===== src/rtl/register_pkg.sv =====
// Shared sample-path constants and width helpers for the sample register bank.
//   DEF_WIDTH / DEF_DEPTH : default sample width and bank depth used by the ADC path
//   sum_width(w, d)       : width of a running sum of d samples of w bits
//   cnt_width(d)          : width of a fill counter that can reach d
package register_pkg;

    localparam int unsigned DEF_WIDTH = 12;
    localparam int unsigned DEF_DEPTH = 16;

    function automatic int unsigned sum_width(input int unsigned width, input int unsigned depth);
        return width + $clog2(depth);
    endfunction

    function automatic int unsigned cnt_width(input int unsigned depth);
        return $clog2(depth) + 1;
    endfunction

    localparam int unsigned SUM_W = sum_width(DEF_WIDTH, DEF_DEPTH);
    localparam int unsigned CNT_W = cnt_width(DEF_DEPTH);

endpackage


===== src/rtl/register.sv =====
// Single capture register with load enable and synchronous active-low reset.
//   clk          : system clock
//   reset_n      : synchronous, active-low clear
//   write_enable : load data on this edge
//   data         : value to capture
//   q            : stored value
module register #(
    parameter int unsigned width = 12
) (
    input  logic             clk,
    input  logic             reset_n,
    input  logic             write_enable,
    input  logic [width-1:0] data,
    output logic [width-1:0] q
);

    // Capture flop
    always_ff @(posedge clk) begin
        if (!reset_n) begin
            q <= '0;
        end else if (write_enable) begin
            q <= data;
        end
    end

endmodule


===== src/rtl/sample_register_bank.sv =====
// DEPTH-deep shift bank of WIDTH-bit samples with freeze, clear, fill tracking
// and a running sum / moving average.
//   clk, reset_n  : clock and synchronous active-low reset
//   data          : sample to shift in
//   write_enable  : accept data on this edge
//   freeze        : hold all state (blocks write_enable, not clear)
//   clear         : synchronous clear of bank, count and sum
//   q / q_oldest  : newest (stage 0) and oldest (stage DEPTH-1) samples
//   sum / avg     : sum of all stages and sum >> log2(DEPTH)
//   count / full  : number of valid samples (saturating) and count == DEPTH
module sample_register_bank
    import register_pkg::*;
#(
    parameter int unsigned WIDTH = DEF_WIDTH,
    parameter int unsigned DEPTH = DEF_DEPTH
) (
    input  logic                                  clk,
    input  logic                                  reset_n,
    input  logic [WIDTH-1:0]                      data,
    input  logic                                  write_enable,
    input  logic                                  freeze,
    input  logic                                  clear,
    output logic [WIDTH-1:0]                      q,
    output logic [WIDTH-1:0]                      q_oldest,
    output logic [sum_width(WIDTH, DEPTH)-1:0]    sum,
    output logic [WIDTH-1:0]                      avg,
    output logic [cnt_width(DEPTH)-1:0]           count,
    output logic                                  full
);

    localparam int unsigned LOG2_D = $clog2(DEPTH);
    localparam int unsigned S_W    = sum_width(WIDTH, DEPTH);
    localparam int unsigned C_W    = cnt_width(DEPTH);

    // Reject non power-of-two or too-shallow banks at elaboration
    if (DEPTH < 2 || (DEPTH & (DEPTH - 1)) != 0) begin : g_bad_depth
        $fatal(1, "sample_register_bank: DEPTH must be a power of two >= 2");
    end

    logic             shift_en;
    logic             stage_rst_n;
    logic [WIDTH-1:0] stage [DEPTH];

    // Freeze blocks shifting; clear is folded into the per-stage reset
    assign shift_en    = write_enable & ~freeze;
    assign stage_rst_n = reset_n & ~clear;

    // Shift chain: stage 0 takes the new sample, stage i takes stage i-1
    for (genvar i = 0; i < DEPTH; i++) begin : g_stage
        if (i == 0) begin : g_head
            register #(.width(WIDTH)) u_reg (
                .clk          (clk),
                .reset_n      (stage_rst_n),
                .write_enable (shift_en),
                .data         (data),
                .q            (stage[i])
            );
        end else begin : g_tail
            register #(.width(WIDTH)) u_reg (
                .clk          (clk),
                .reset_n      (stage_rst_n),
                .write_enable (shift_en),
                .data         (stage[i-1]),
                .q            (stage[i])
            );
        end
    end

    assign q        = stage[0];
    assign q_oldest = stage[DEPTH-1];

    // Running sum, fill count and full flag; empty stages hold 0 so the
    // incremental update needs no special case while filling
    always_ff @(posedge clk) begin
        if (!reset_n || clear) begin
            sum   <= '0;
            count <= '0;
            full  <= 1'b0;
        end else if (shift_en) begin
            sum <= sum + S_W'(data) - S_W'(stage[DEPTH-1]);
            if (count != C_W'(DEPTH)) begin
                count <= count + C_W'(1);
            end
            if (count == C_W'(DEPTH - 1)) begin
                full <= 1'b1;
            end
        end
    end

    // Truncating mean of the registered sum
    assign avg = sum[S_W-1 -: WIDTH];

    // LOG2_D documents the shift amount implied by the slice above
    logic unused_log2;
    assign unused_log2 = (LOG2_D == 0);

endmodule


===== config.mk =====
export PLATFORM = sky130hd
export DESIGN_NAME = sample_register_bank
export DESIGN_NICKNAME = d
export VERILOG_FILES = /design/src/rtl/register_pkg.sv /design/src/rtl/register.sv /design/src/rtl/sample_register_bank.sv
export SDC_FILE = /design/constraint.sdc
export NUM_CORES = 1
export LEC_CHECK = 0
export ABC_AREA = 1
export BUFFER_PORTS_ARGS = -buffer_cell sky130_fd_sc_hd__buf_4
export CAP_MARGIN = 20
export CORE_MARGIN = 5
export CORE_UTILIZATION = 55
export DETAILED_ROUTE_END_ITERATION = 16
export HOLD_SLACK_MARGIN = 0.08
export PLACE_DENSITY = 0.83
export SLEW_MARGIN = 20
export SYNTH_ARGS = -nofsm -noshare
export SYNTH_HDL_FRONTEND = slang
export SYNTH_SLANG_ARGS = --single-unit

===== constraint.sdc =====
create_clock -name clk -period 5.6 [get_ports clk]
set_input_delay 1.12 -clock clk [delete_from_list [all_inputs] [get_ports clk]]
set_output_delay 1.12 -clock clk [all_outputs]
set_load 0.05 [all_outputs]

==> qor.txt <==
status = finished, final reports clean
IO Pins = 75
post-CTS sizing = 0
layout cell share with drive strength beyond 1 = 0.1137
clock sinks = 214
Hold WS = 456.3 ps
H-tree depth = 1
Post-DP Area = 9354 sq um
Max Freq = 329.3 MHz
Starting Density = 0.5611
leakage power = 4.416 nW
drt first pass iters = 6
Async S/R FF share, synth = 0
clock slew at reported path FFs = 60 ps
post-synth cell types = 31
CTS tree = yes
Worst EP arrival = 3470 ps
Final Power = 3.438 mW
Placer Congestion = 0.8685
GRT Resource Usage Total = 0.1938
Max clock buf depth = 3
DIE AREA = 18850 sq um
Setup TNS = 0 ps
Antenna diodes = 0
Starting DRT DRC Count = 466
wire per inst = 12.43 um
Yosys reg bits = 214
Cells after DPL = 1407
initial antenna violation count = 0
Vias/cell = 4.999
Post-Syn Area = 8914 sq um
WP data required = 6030 ps
count of final max-slew check failures = 0
post-layout util = 0.6337
detailed-route DRC error count = 0
slowest stage delay, CP = 790 ps
Critical Path Slowest Stage Cell = inv_8
fin crit period = 3037 ps
Ys Warns = 0
most common cell after layout, fill and taps aside = nor2_1
Hold Violations, Final = 0
number of antenna-violating nets in the routed design = 0
synthesis-to-finish area growth = 12.93%
die width = 137.3 um
Top Family by Delay on Critical Path = buffers and inverters
fin crit share = 0.5423
Post-CTS Hold Fix Bufs = 0
critical path class = primary input to flop
Post-CTS Setup Inserts = 0
Setup WS pre-CTS = 1947 ps
total gr overflow = 0
Worst VDD drop = 266.3 uV
Final Skew = 21.23 ps
Post-synth EDFFs = 0
critical path endpoint category = flop
Row Count = 46
Worst slew margin = 0.3640
non-filler cells, final = 1447
vias in the first global route = 6480
RSZ-0062 raised after global routing = false
total clock buffers created by CTS = 22
Worst-Margin Slew = 954.1 ps
final instance area = 10070 sq um
register area share after synthesis = 0.4806
Clk Latency, worst-skew pair = 510 ps
I/O Buffers = 74
total number of vias = 7234
largest net degree at the start of global routing = 203
Core Box Area = 15890 sq um
post-DP HPWL = 11050 um
Max-Cap Viols = 0
first-pass GRT wire length = 30520 um
Final nets = 1263
Synth Flop Type = dfxtp_1
crit path buf inv count = 4
root buffer cell = clkbuf_16
CP Launch Type = primary input
syn avg cell area = 7.472 sq um
crit-path cells = buf_4, inv_1, nand2_4, inv_8, buf_4, nor2_1, nor2_1
worst min-delay path class = flop to flop
Die Ht = 137.3 um
final setup margin = 2563 ps
Post-Synthesis Cells = 1193
worst-path fanout max = 159
drt total wl = 17980 um
most frequent cells in the layout = nor2_1, dfxtp_1, o21ai_0
Post-Syn Nets = 1241
Final setup viols = 0
power per cell area = 341.5 nW/um^2
-- cells by family after synthesis --
group,count (synthesis),share of synthesized area
adders and majority gates,31,0.05362
DFF,214,0.4806
and+or+nand+nor,503,0.2249
AOI/OAI and AO/OA,241,0.1367
xor gates and xnor gates,6,0.005896
buffers and inverters,198,0.09826
-- final timing paths --
kind	from	to	slack (ps)	cells past startpoint
setup / recovery	freeze	g_stage[4].g_tail.u_reg.q[3]	2560	7
hold / removal	full	full	460	2
setup reg to reg	sum[6]	sum[13]	3290	14
hold reg to reg	full	full	460	2
-- state kept, by name (all words and copies together), names as in the netlist --
name                    cells
g_stage.g_tail.u_reg.q    180
full                        1
g_stage.g_head.u_reg.q     12
sum                        16
count                       5
-- routing by layer --
layer | global-route usage | vias to the layer above | part of all wire
met2 | 0.3302 | 128 | 0.48
met3 | 0.02958 | 45 | 0.043
met1 | 0.2498 | 3288 | 0.44
li1 | - | 3773 | -
met4 | 0.07040 | 0 | 0.030
met5 | 0 | - | 0
-- report_power, final --
group,internal [mW],switching [mW]
Combinational,0.146,0.304
Sequential,1.57,0.0283
Clock,0.795,0.594
-- cell usage after synthesis, types with 2 or more instances --
library cell  instances  area [sq um]
a21oi_1              36         180.2
inv_1               113         424.2
o21ai_0             182         910.9
buf_4                16         120.1
o21ai_1              19         95.09
dfxtp_1             214          4284
inv_2                 5         18.77
xor2_1                6         52.55
nand4_1               3         18.77
buf_2                28         140.1
o211ai_1              2         15.01
nand2_1              85         319.1
ha_1                 19         237.7
clkbuf_1             32         120.1
nand3_1              21         105.1
nor2_1              375          1408
nand3_2               4         40.04
fa_1                 12         240.2
nor3_2                3         30.03
nand2_2               7         43.79
-- layout make-up --
| cell class | count | area, sq um |
|---|---|---|
| clock buffers | 29 | 626.9 |
| clock inverters | 11 | 82.58 |
| fillers | 1394 | 5819 |
| inverters | 118 | 450.4 |
| multi-input cells | 781 | 3754 |
| flip-flops and latches | 214 | 4284 |
| well taps | 216 | 270.3 |
| repair buffers | 78 | 598.1 |
-- tightest hold or removal path: stages (launching register included) --
cell and delay [ps]:
dfxtp_1 310, inv_1 50, a21oi_1 50
(Power assumes the default switching activity.)
